===== config.mk =====
export PLATFORM = sky130hd
export DESIGN_NAME = pwm_timebase
export DESIGN_NICKNAME = d
export VERILOG_FILES = /design/src/rtl/pwm_timebase.sv
export SDC_FILE = /design/constraint.sdc
export NUM_CORES = 1
export LEC_CHECK = 0
export ABC_AREA = 1
export BUFFER_PORTS_ARGS = -buffer_cell sky130_fd_sc_hd__buf_2
export CAP_MARGIN = 20
export CORE_MARGIN = 2
export CORE_UTILIZATION = 35
export CTS_BUF_LIST = sky130_fd_sc_hd__clkbuf_8
export CTS_CLUSTER_DIAMETER = 200
export DETAILED_ROUTE_END_ITERATION = 8
export SLEW_MARGIN = 20
export SYNTH_ARGS = -nofsm -noshare
export SYNTH_HDL_FRONTEND = slang
export SYNTH_SLANG_ARGS = --single-unit
export TNS_END_PERCENT = 100

===== constraint.sdc =====
create_clock -name clk -period 8.91 [get_ports clk]
set_clock_uncertainty 0.05 [all_clocks]
set_input_delay 0.891 -clock clk [delete_from_list [all_inputs] [get_ports clk]]
set_output_delay 0.891 -clock clk [all_outputs]
set_load 0.02 [all_outputs]

===== src/rtl/pwm_timebase.sv =====
// ============================================================================
// Module   : pwm_timebase
// Purpose  : Three-phase PWM sawtooth timebase. Duty triples are double-
//            buffered and applied only at the period boundary.
// Revision : 1.0 - initial release
// ============================================================================
`default_nettype none

module pwm_timebase #(
  parameter int PWM_WIDTH = 16,
  parameter int PERIOD    = 4999
) (
  input  logic                 clk,
  input  logic                 rst,
  input  logic                 enable,
  input  logic [PWM_WIDTH-1:0] duty_a,
  input  logic [PWM_WIDTH-1:0] duty_b,
  input  logic [PWM_WIDTH-1:0] duty_c,
  input  logic                 duty_valid,
  output logic                 duty_ready,
  output logic [PWM_WIDTH-1:0] cnt,
  output logic [PWM_WIDTH-1:0] comp_a1,
  output logic [PWM_WIDTH-1:0] comp_a2,
  output logic [PWM_WIDTH-1:0] comp_b1,
  output logic [PWM_WIDTH-1:0] comp_b2,
  output logic [PWM_WIDTH-1:0] comp_c1,
  output logic [PWM_WIDTH-1:0] comp_c2,
  output logic                 period_start,
  output logic                 center,
  output logic                 update_done
);

  localparam int                   CENTER   = PERIOD / 2;
  localparam logic [PWM_WIDTH-1:0] PERIOD_V = PWM_WIDTH'(PERIOD);
  localparam logic [PWM_WIDTH-1:0] CENTER_V = PWM_WIDTH'(CENTER);
  localparam logic [PWM_WIDTH:0]   PERIOD_X = (PWM_WIDTH+1)'(PERIOD);
  localparam logic [PWM_WIDTH:0]   CENTER_X = (PWM_WIDTH+1)'(CENTER);

  logic                 running;
  logic                 pending;
  logic [PWM_WIDTH-1:0] cnt_nxt;
  logic                 accept;
  logic                 xfer;

  logic [PWM_WIDTH-1:0] duty_in [3];
  logic [PWM_WIDTH-1:0] conv1   [3];
  logic [PWM_WIDTH-1:0] conv2   [3];
  logic [PWM_WIDTH-1:0] shd1    [3];
  logic [PWM_WIDTH-1:0] shd2    [3];
  logic [PWM_WIDTH-1:0] act1    [3];
  logic [PWM_WIDTH-1:0] act2    [3];

  assign duty_in[0] = duty_a;
  assign duty_in[1] = duty_b;
  assign duty_in[2] = duty_c;

  assign duty_ready = !pending;
  assign accept     = duty_valid && !pending;
  assign xfer       = pending && (!enable || (cnt == PERIOD_V));

  // The first enabled edge after an idle spell keeps cnt at 0 so that the
  // restarted period opens with a visible period_start cycle.
  always_comb begin
    cnt_nxt = '0;
    if (enable && running && (cnt != PERIOD_V)) begin
      cnt_nxt = cnt + PWM_WIDTH'(1);
    end
  end

  // Clamp, then split the high time around the centre; odd duties put the
  // extra count after the centre.
  always_comb begin
    logic [PWM_WIDTH:0] d;
    logic [PWM_WIDTH:0] half;
    for (int i = 0; i < 3; i++) begin
      d    = {1'b0, duty_in[i]};
      if (d > PERIOD_X) begin
        d = PERIOD_X;
      end
      half     = d >> 1;
      conv1[i] = PWM_WIDTH'(CENTER_X - half);
      conv2[i] = PWM_WIDTH'(CENTER_X + (d - half));
    end
  end

  always_ff @(posedge clk or posedge rst) begin
    if (rst) begin
      cnt          <= '0;
      running      <= 1'b0;
      pending      <= 1'b0;
      period_start <= 1'b0;
      center       <= 1'b0;
      update_done  <= 1'b0;
      for (int i = 0; i < 3; i++) begin
        shd1[i] <= CENTER_V;
        shd2[i] <= CENTER_V;
        act1[i] <= CENTER_V;
        act2[i] <= CENTER_V;
      end
    end else begin
      cnt          <= cnt_nxt;
      running      <= enable;
      period_start <= enable && (cnt_nxt == '0);
      center       <= enable && (cnt_nxt == CENTER_V);
      update_done  <= xfer;
      if (xfer) begin
        pending <= 1'b0;
      end else if (accept) begin
        pending <= 1'b1;
      end
      for (int i = 0; i < 3; i++) begin
        if (accept) begin
          shd1[i] <= conv1[i];
          shd2[i] <= conv2[i];
        end
        if (xfer) begin
          act1[i] <= shd1[i];
          act2[i] <= shd2[i];
        end
      end
    end
  end

  assign comp_a1 = act1[0];
  assign comp_a2 = act2[0];
  assign comp_b1 = act1[1];
  assign comp_b2 = act2[1];
  assign comp_c1 = act1[2];
  assign comp_c2 = act2[2];

endmodule

`default_nettype wire


==> impl_metrics.ini, run 1 <==
[power_and_ir_drop]
power_density_nw_per_um2 = 214
p_leak_nw = 7.95
irDropWorstVdd_uv = 122
power_w = 0.00316

[sta]
finalCriticalPeriod_ns = 3.38
hold_violations = 0
maxSlewViolCount = 0
max_slew_margin_pct = 39.0
max_freq_mhz = 296
setup-violations-final = 0
rsz0062_at_grt = false
period_share_pct = 38.0
postLayoutSetupSlackWorst_ns = 5.53
tns_ns = 0
worstMarginPinSlew_ns = 0.915

[yosys]
syn_avg_cell_area_um2 = 7.82
async_flop_share_pct = 100
synthTopCellsByArea = dfrtp_1 (28%), nand2_1 (16%), dfstp_2 (15%)
yosys_warnings = 0
ys_types = 44
synth_edf_count = 0
synth_ff_type = dfrtp_1
synth_top_area_share_pct = 27.9
synthTopCellsByCount = nand2_1 (552), inv_1 (195), dfrtp_1 (141), ha_1 (112), nor2_1 (104)
yosysMostFrequentCell = nand2_1
synth.yosys.seq_area_share_pct = 42.8
syn_area_um2 = 12700
yosys.area.top_type = dfrtp_1
synthCells = 1620
synth_seq_cells = 213

[final_layout]
final_cells = 2316
drive_above_1_share_pct = 19.7
nets = 1988
area_growth_pct = 16.9
design_area_um2 = 14800

[setup_path]
cp.arrival_ns = 3.80
critical_path_buf_inv_count = 4
worst_path_most_repeated_cell = nand2_1
crit_slowest_cell = fa_1
cp_max_fo = 12
timing.rr.start = cnt[0]$_DFF_PP0_
cp-end-kind = flop
reg2reg_slack_ns = 5.76
r2r_end = comp_a1[10]$_DFFE_PP0P_
cp-start-kind = input port
path_delay_family = simple AND/OR/NAND/NOR gates
crit_type = in -> reg
cpPeakStageDelay_ns = 0.43
worstPathRequired_ns = 9.33
crit_chain = buf_2 > nor2_1 > nand2_1 > nor2_4 > inv_2 > nand2_4 > inv_2 > nor2_1 > inv_1 > ha_1 > ha_1 > fa_1 > nand3_1 > nand2_1 > nand2_1 > nand2_1 > nor2_1 > a21oi_1 > or2_2 > nand3_1 > nand2_1
reg2reg_depth = 10

[grt]
grt_pass1_wl_um = 53700
grt_usage_pct = 17.3
grt_max_degree = 108
gr-total-overflow = 0
grt_pass1_vias = 10593
antenna_found_initial = 1

[clock_tree]
postCtsSetupRepairBufs = 0
cts_sinks = 213
insertion_delay_ns = 0.56
post_cts_resized = 0
cts_tree = done
cts_max_level = 2
clkTransAtPathRegs_ns = 0.05
cts_made_buffers = 41
cts_hold_buf = 0
clock_path_buffers = 3
cts-root-buf = clkbuf_8

[drt]
vias = 10749
wirelength_um = 32500
avgRoutedWirePerCell_um = 14.0
antenna_left = 0
drc = 0
drt_iter0_drc = 470
dr.pass1.iters = 6
viasPerCell = 4.64

[floorplanning]
initial_core_util_pct = 35.6
coreArea_um2 = 35600
num_rows = 69
ios = 168
fp.dieH_um = 194
die_w_um = 194
die-area_um2 = 37700

[min_path]
hold_class = in -> async

[placed_design]
placedCellCount = 2239
post-place-ws_ns = 4.92
dp_hpwl_um = 23700
io_buffers = 167
gp_congestion = 0.877
place_area_um2 = 14000

[job]
maxCapViolations = 0

[status]
status = finished clean
-- worst reg2reg max path, stage by stage (launching register included) --
cell     delay (ns)
dfrtp_1        0.45
ha_1           0.31
nand3_1        0.12
nor2_2         0.16
nand2_4        0.10
nand2_2        0.14
nand2_4        0.32
inv_2          0.64
buf_4          0.54
nand2_1        0.15
nand2_1        0.09
-- per-layer routing --
metal	vias up	part of all wire [%]	GRT usage [%]
li1	5492	-	-
met1	4967	49	24.0
met2	243	43	27.1
met3	47	6.1	4.07
met4	0	1.9	4.52
met5	-	0	0
-- layout by cell type, fill, tap and decap left out, types with 4 or more instances in the layout --
cell / instances
conb_1: 30
xor2_1: 11
o31ai_1: 4
nand4_1: 12
nand2_1: 552
o21bai_1: 4
nor2_2: 9
o21ai_0: 78
nand2_4: 5
xnor2_1: 13
nor2_4: 4
ha_1: 112
dfstp_2: 72
or2_2: 13
nor2_1: 103
clkbuf_8: 53
nand3b_1: 5
inv_1: 212
a21oi_1: 51
inv_2: 8
buf_2: 167
nand2_2: 8
nor3_1: 10
dfrtp_1: 141
nand3_1: 100
a31oi_1: 6
nand3_2: 4
buf_4: 6
o21ai_1: 31
o21ai_2: 7
-- final cells by class --
cell class              instances  area [um^2]
well taps                     461          577
flip-flops and latches        213         5420
multi-input cells            1188         6300
clock inverters                23          120
repair buffers                173          881
clock buffers                  53          729
diodes                          1         2.50
inverters                     204          773
fillers                      3712        20800
-- metrics by stage --
step	hold slack, ns	util, %
global route	0.422	41.6
finish	0.358	41.6
CTS	0.413	41.6
global placement	0.402	39.2
detailed placement	0.405	39.2
floorplan	0.387	-
-- worst max-delay path by stage --
stage | from | endpoint | slack [ns] | cells after the start
after global routing | duty_c[14] | shd2[11]$_DFFE_PP1P_ | 5.20 | 20
after global placement | duty_a[15] | shd2[47]$_DFFE_PP0P_ | 5.04 | 21
after detailed placement | duty_a[15] | shd2[43]$_DFFE_PP1P_ | 4.92 | 19
final | duty_b[14] | shd2[27]$_DFFE_PP1P_ | 5.53 | 21
after floorplan | rst | center$_DFF_PP0_ | 2.27 | 1
after CTS | duty_a[15] | shd2[43]$_DFFE_PP1P_ | 5.53 | 19
-- registers in the layout (all words and copies together), names as in the netlist --
| register | flops |
|---|---|
| shd1 | 48 |
| shd2 | 48 |
| cnt | 16 |
| comp_a1 | 16 |
| comp_a2 | 16 |
| comp_b1 | 16 |
| comp_b2 | 16 |
| comp_c1 | 16 |
| comp_c2 | 16 |
| center | 1 |
| pending | 1 |
| period_start | 1 |
| running | 1 |
| update_done | 1 |
-- where the power goes --
part           internal (W)  total (W)  switching, W
logic              0.000270   0.000819      0.000549
registers           0.00124    0.00136      0.000119
clock network      0.000561   0.000985      0.000424
total               0.00207    0.00316       0.00109
-- logic make-up after synthesis --
| kind of cell | synth area share [%] |
|---|---|
| other cells | 0.0593 |
| buf+inv | 8.34 |
| flops | 42.8 |
| fa+ha+maj | 11.5 |
| xor+xnor | 1.66 |
| compound gates | 8.18 |
| simple gates | 27.4 |
(Power assumes the default switching activity.)
==> run 2, diff against run 1 <==
==> constraint.sdc (replaced) <==
create_clock -name clk -period 3.24 [get_ports clk]
set_clock_uncertainty 0.05 [all_clocks]
set_input_delay 0.324 -clock clk [delete_from_list [all_inputs] [get_ports clk]]
set_output_delay 0.324 -clock clk [all_outputs]
set_load 0.02 [all_outputs]
==> impl_metrics.ini, run 2 (same netlist as run 1, synthesis figures left out) <==
[setup_path]
endpoint = shd2[12]$_DFFE_PP0P_
timing.rr.start = cnt[0]$_DFF_PP0_
cp_max_fo = 14
worstPathRequired_ns = 3.59
cp-end-kind = flop
reg2reg_slack_ns = 0.96
cp-startpoint = duty_c[14]
crit_type = in -> reg
r2r_end = comp_a1[3]$_DFFE_PP0P_
cp-start-kind = input port
cp.arrival_ns = 3.00
reg2reg_depth = 8

[floorplanning]
ios = 168
die_w_um = 194
num_rows = 69
fp.dieH_um = 194
die-area_um2 = 37700
initial_core_util_pct = 35.6
coreArea_um2 = 35600

[clock_tree]
cts-root-buf = clkbuf_8
cts_sinks = 213
insertion_delay_ns = 0.55
clkTransAtPathRegs_ns = 0.05
postCtsSetupRepairBufs = 0
cts_max_level = 2
clock_path_buffers = 3
cts_tree = done
cts_made_buffers = 42

[drt]
viasPerCell = 4.64
avgRoutedWirePerCell_um = 13.7
wirelength_um = 32400
vias = 10932
drc = 0
antenna_left = 0
drt_iter0_drc = 438
dr.pass1.iters = 5

[sta]
setup-violations-final = 0
maxSlewViolCount = 0
finalCriticalPeriod_ns = 2.65
period_share_pct = 81.7
max_freq_mhz = 378
worstMarginPinSlew_ns = 0.956
hold_violations = 0
postLayoutSetupSlackWorst_ns = 0.594
hold_ws_ns = 0.0520
tns_ns = 0
max_slew_margin_pct = 36.1
rsz0062_at_grt = false

[final_layout]
drive_above_1_share_pct = 21.4
nets = 2028
layout_common_cells = nand2_1 (552), inv_1 (210), buf_2 (167)
top_regs = shd1 x48, shd2 x48
design_area_um2 = 15200
area_growth_pct = 20.0
fillers = 3701
num_antenna_cells = 0
final_common_cell = nand2_1

[power_and_ir_drop]
swShare_pct = 34.1
p_sw_w = 0.00302
power_frac_seq_pct = 42.2
p_leak_nw = 8.17
clock_power_share_pct = 32.0
p_comb_share_pct = 25.8
power_density_nw_per_um2 = 584
power_w = 0.00887
p_int_w = 0.00584
irDropWorstVdd_uv = 375

[placed_design]
gp_congestion = 0.875
dp_hpwl_um = 24200
post-place-ws_ns = 0.0239
place_area_um2 = 14300
io_buffers = 167

[grt]
grt_pass1_vias = 10995
grt_max_degree = 68
grt_usage_pct = 17.6
grt_pass1_wl_um = 54900
gr-total-overflow = 0
antenna_found_initial = 0

[job]
maxCapViolations = 0

[min_path]
hold_class = in -> reg
holdPathStages = 4

[status]
status = finished clean
==> run 2: cell count changes in the layout (fill, tap and decap cells not counted), sizes merged, moves of 2 or more <==
cell,delta
inv,-2
dlygate4sd3,+2
bufinv,+2
clkinv,+5
clkbuf,-3
buf,+37
==> run 2: worst min-delay path by stage <==
stage | start | to | slack [ns]
2_1_floorplan | enable | running$_DFF_PP0_ | 0.31
3_3_place_gp | shd2[39]$_DFFE_PP1P_ | comp_a2[7]$_DFFE_PP1P_ | 0.40
3_5_place_dp | shd2[39]$_DFFE_PP1P_ | comp_a2[7]$_DFFE_PP1P_ | 0.40
4_1_cts | duty_c[6] | shd1[5]$_DFFE_PP0P_ | 0.002
5_1_grt | duty_c[6] | shd1[5]$_DFFE_PP0P_ | 0.03
6_report | duty_c[6] | shd1[5]$_DFFE_PP0P_ | 0.05
==> run 2: layer usage <==
| metal | track usage, % | wire length [um] | up-vias | share of wire [%] |
|---|---|---|---|---|
| met5 | 0 | 0 | - | 0 |
| met4 | 4.35 | 520 | 0 | 1.6 |
| met3 | 3.11 | 1570 | 41 | 4.9 |
| met2 | 28.0 | 14200 | 219 | 44 |
| met1 | 24.7 | 16000 | 5089 | 50 |
| li1 | - | - | 5583 | - |
==> run 2: power by group through the flow <==
| stage | clock, W | sequential (W) | combinational (W) |
|---|---|---|---|
| 6_report | 0.00284 | 0.00374 | 0.00229 |
| 5_1_grt | 0.00307 | 0.00382 | 0.00260 |
| 4_1_cts | 0.00296 | 0.00375 | 0.00233 |
| 3_5_place_dp | 0 | 0.00378 | 0.00232 |
| 3_3_place_gp | 0 | 0.00377 | 0.00229 |
| 2_1_floorplan | 0 | 0.00414 | 0.00115 |
==> run 2: repair_timing <==
item | CTS | global route
hold buffers | 2 | 0
setup endpoints to repair | 0 | 0
gates resized for setup | 0 | 0
endpoints found under the hold margin | 21 | 0
==> run 2: per-stage QoR <==
| step | utilization [%] | instances |
|---|---|---|
| final | 42.7 | 2356 |
| after detailed placement | 40.1 | 2276 |
| after global placement | 40.1 | 2276 |
| after floorplan | - | 1648 |
| after global routing | 42.7 | 2356 |
| after CTS | 42.7 | 2356 |
==> run 2: layout make-up <==
cell class | instances | area, um^2 | share of cell area (%)
Sequential cell | 213 | 5420 | 35.7
Multi-Input combinational cell | 1188 | 6300 | 41.5
Inverter | 204 | 771 | 5.07
Timing Repair Buffer | 212 | 1230 | 8.09
Clock buffer | 50 | 688 | 4.53
Tap cell | 461 | 577 | 3.80
Clock inverter | 28 | 203 | 1.33
==> run 2: worst max-delay path: stages <==
cell     delay, ns
buf_2         0.10
nor2_1        0.09
nand2_1       0.11
nor2_2        0.17
inv_2         0.07
nand2_4       0.06
buf_4         0.18
nand2_1       0.12
ha_1          0.32
ha_1          0.38
a21oi_1       0.29
nand2_1       0.09
nand2_1       0.06
nand4_1       0.13
or2_2         0.31
nand3_1       0.08
o21ai_0       0.10
==> run 3, diff against run 2 <==
--- a/config.mk
+++ b/config.mk
@@ -5,7 +5,7 @@
 export SDC_FILE = /design/constraint.sdc
 export NUM_CORES = 1
 export LEC_CHECK = 0
-export ABC_AREA = 1
+export ABC_AREA = 0
 export BUFFER_PORTS_ARGS = -buffer_cell sky130_fd_sc_hd__buf_2
 export CAP_MARGIN = 20
 export CORE_MARGIN = 2
==> constraint.sdc (replaced) <==
create_clock -name clk -period 2.6 [get_ports clk]
set_clock_uncertainty 0.05 [all_clocks]
set_input_delay 0.26 -clock clk [delete_from_list [all_inputs] [get_ports clk]]
set_output_delay 0.26 -clock clk [all_outputs]
set_load 0.02 [all_outputs]
==> impl_metrics.ini, run 3 <==
[status]
status = finished, violations left
violations = negative setup slack

[power_and_ir_drop]
irDropWorstVdd_uv = 483
p_leak_nw = 8.17
power_density_nw_per_um2 = 662
power_w = 0.0113

[drt]
antenna_left = 0
dr.pass1.iters = 6
viasPerCell = 4.70
wirelength_um = 30300
avgRoutedWirePerCell_um = 14.3
drt_iter0_drc = 297
drc = 0
vias = 9940

[setup_path]
reg2reg_slack_ns = 0.15
r2r_end = center$_DFF_PP0_
critical_path_buf_inv_count = 2
cp-end-kind = flop
cp_max_fo = 3
cpPeakStageDelay_ns = 0.36
crit_chain = buf_8 > nor4_4 > o211a_1 > buf_4 > nand2b_1 > ha_1 > ha_2 > fa_2 > a21o_1 > a41o_1 > nor4_4 > nor3b_2 > or3_1 > a311o_1 > nand3_1
worstPathRequired_ns = 3.07
crit_type = in -> reg
cp-start-kind = input port
path_delay_family = simple AND/OR/NAND/NOR gates
crit_slowest_cell = or3_1
timing.rr.start = cnt[0]$_DFF_PP0_
worst_path_most_repeated_cell = nor4_4
cp.arrival_ns = 3.40
reg2reg_depth = 8

[final_layout]
final_cells = 2113
final_common_cell = buf_4
nets = 1793
drive_above_1_share_pct = 45.7
fillers = 3233
top_regs = shd1 x48, shd2 x48
area_growth_pct = 40.6
layout_common_cells = buf_4 (211), buf_2 (161), dfrtp_1 (141)
final_util_pct = 49.6
num_antenna_cells = 0

[clock_tree]
clock_path_buffers = 3
clkTransAtPathRegs_ns = 0.06
cts_tree = done
cts_made_buffers = 41
cts_sinks = 213
insertion_delay_ns = 0.59
cts_max_level = 2
cts-root-buf = clkbuf_8

[floorplanning]
die_w_um = 190
num_rows = 68
initial_core_util_pct = 35.3
fp.dieH_um = 190
ios = 168
die-area_um2 = 36200
coreArea_um2 = 34400

[min_path]
holdPathStages = 3
hold_class = in -> reg
min_from = duty_a[12]
min_to = shd1[33]$_DFFE_PP1P_

[yosys]
syn_avg_cell_area_um2 = 10.1
synth_ff_type = dfrtp_1
yosys.area.top_type = dfrtp_1
synthTopCellsByArea = dfrtp_1 (29%), dfstp_2 (16%), ha_1 (12%)
yosys_warnings = 0
synth.yosys.seq_area_share_pct = 44.7
yosysMostFrequentCell = nand2_1
synth_top_area_share_pct = 29.1
async_flop_share_pct = 100
synthCells = 1197
synth_seq_cells = 213
ys_types = 70
synth_edf_count = 0
syn_area_um2 = 12100
synthTopCellsByCount = nand2_1 (155), dfrtp_1 (141), ha_1 (112), mux2_2 (98), inv_1 (94)

[sta]
max_freq_mhz = 342
postLayoutSetupSlackWorst_ns = -0.321
finalCriticalPeriod_ns = 2.92
maxSlewViolCount = 0
worstMarginPinSlew_ns = 0.552
max_slew_margin_pct = 63.2
period_share_pct = 112
hold_ws_ns = 0.0549
hold_violations = 0
setup-violations-final = 5
rsz0062_at_grt = true

[grt]
grt_pass1_wl_um = 49800
antenna_found_initial = 0
grt_max_degree = 78
grt_usage_pct = 16.9
gr-total-overflow = 0
grt_pass1_vias = 10022

[placed_design]
gp_congestion = 0.834
io_buffers = 167
dp_hpwl_um = 22200
placedCellCount = 2010

[job]
maxCapViolations = 0
-- run 3: cell types whose count changed in the layout (fill, tap and decap cells not counted), moves of 13 or more --
| cell | previous run | this run |
|---|---|---|
| nand2_1 | 552 | 140 |
| nand3_1 | 100 | 16 |
| xnor2_1 | 13 | 33 |
| buf_4 | 39 | 211 |
| nand2b_1 | 0 | 15 |
| ha_4 | 0 | 24 |
| nor2_1 | 103 | 62 |
| mux2_2 | 0 | 98 |
| ha_1 | 112 | 84 |
| o21ai_0 | 78 | 65 |
| a21oi_1 | 51 | 26 |
| inv_1 | 210 | 102 |
-- run 3: how the worst max path moves through the flow --
stage | start | end | slack, ns | depth (start not counted)
floorplan | duty_b[6] | shd2[31]$_DFFE_PP0P_ | -0.73 | 13
global placement | duty_b[6] | shd2[31]$_DFFE_PP0P_ | -0.92 | 14
detailed placement | duty_b[6] | shd2[31]$_DFFE_PP0P_ | -1.01 | 14
CTS | duty_b[6] | shd2[31]$_DFFE_PP0P_ | -0.26 | 14
global route | duty_b[12] | shd2[31]$_DFFE_PP0P_ | -0.42 | 16
finish | duty_b[6] | shd2[31]$_DFFE_PP0P_ | -0.32 | 15
-- run 3: power breakdown --
part | internal [W] | switching, W
registers | 0.00432 | 0.000431
clock network | 0.00174 | 0.00148
logic | 0.00147 | 0.00185
total | 0.00753 | 0.00376
-- run 3: cells by family after synthesis --
group                    Yosys count  share of synthesized area [%]
AO/OA/AOI/OAI                    238                           12.2
adder cells (fa/ha/maj)          115                           12.0
buffers and inverters            135                           4.51
flip-flops                       213                           44.7
XOR/XNOR                          57                           4.11
other                              2                         0.0619
multiplexers                     101                           9.34
AND/OR/NAND/NOR                  336                           13.0
-- run 3: repair_timing --
item | CTS | global route
hold buffers | 6 | 0
resized for setup | 51 | 73
pin swaps | 20 | 37
endpoints found under the setup margin | 16 | 21
endpoints found under the hold margin | 56 | 0
buffers inserted | 9 | 13
-- run 3: final cells by class --
cell class                 count  area [um^2]  share of cell area, %
timing repair buffer         399         2780                   16.3
inverter                      94          364                   2.13
multi-input combinational    877         7140                   41.8
sequential                   213         5420                   31.8
tap                          455          569                   3.34
clock buffer                  47          647                   3.79
clock inverter                28          143                  0.836
-- run 3: through the flow --
| step | cell area, um^2 | setup slack, ns | setup TNS [ns] |
|---|---|---|---|
| detailed placement | 15500 | -1.01 | -19.77 |
| floorplan | 12600 | -0.727 | -65.96 |
| global route | 17100 | -0.421 | -1.93 |
| finish | 17100 | -0.321 | -0.725 |
| CTS | 16600 | -0.261 | -0.496 |
| global placement | 15500 | -0.917 | -18.42 |
-- run 3: worst reg2reg max path: stages, from the launching register on --
cell and delay, ns:
dfrtp_1 0.41, ha_1 0.24, nand2_4 0.09, nor3_4 0.26, nand3_2 0.16, o21ai_1 0.17, o21ai_1 0.11, or4b_4 0.56
nor4_2 0.29
-- run 3: per-layer routing --
metal	vias up	part of all wire [%]	global-route usage, %
met5	-	0	0
met2	168	47	27.4
met4	0	1.9	4.92
met1	4744	46	22.2
met3	41	4.9	4.32
li1	4987	-	-
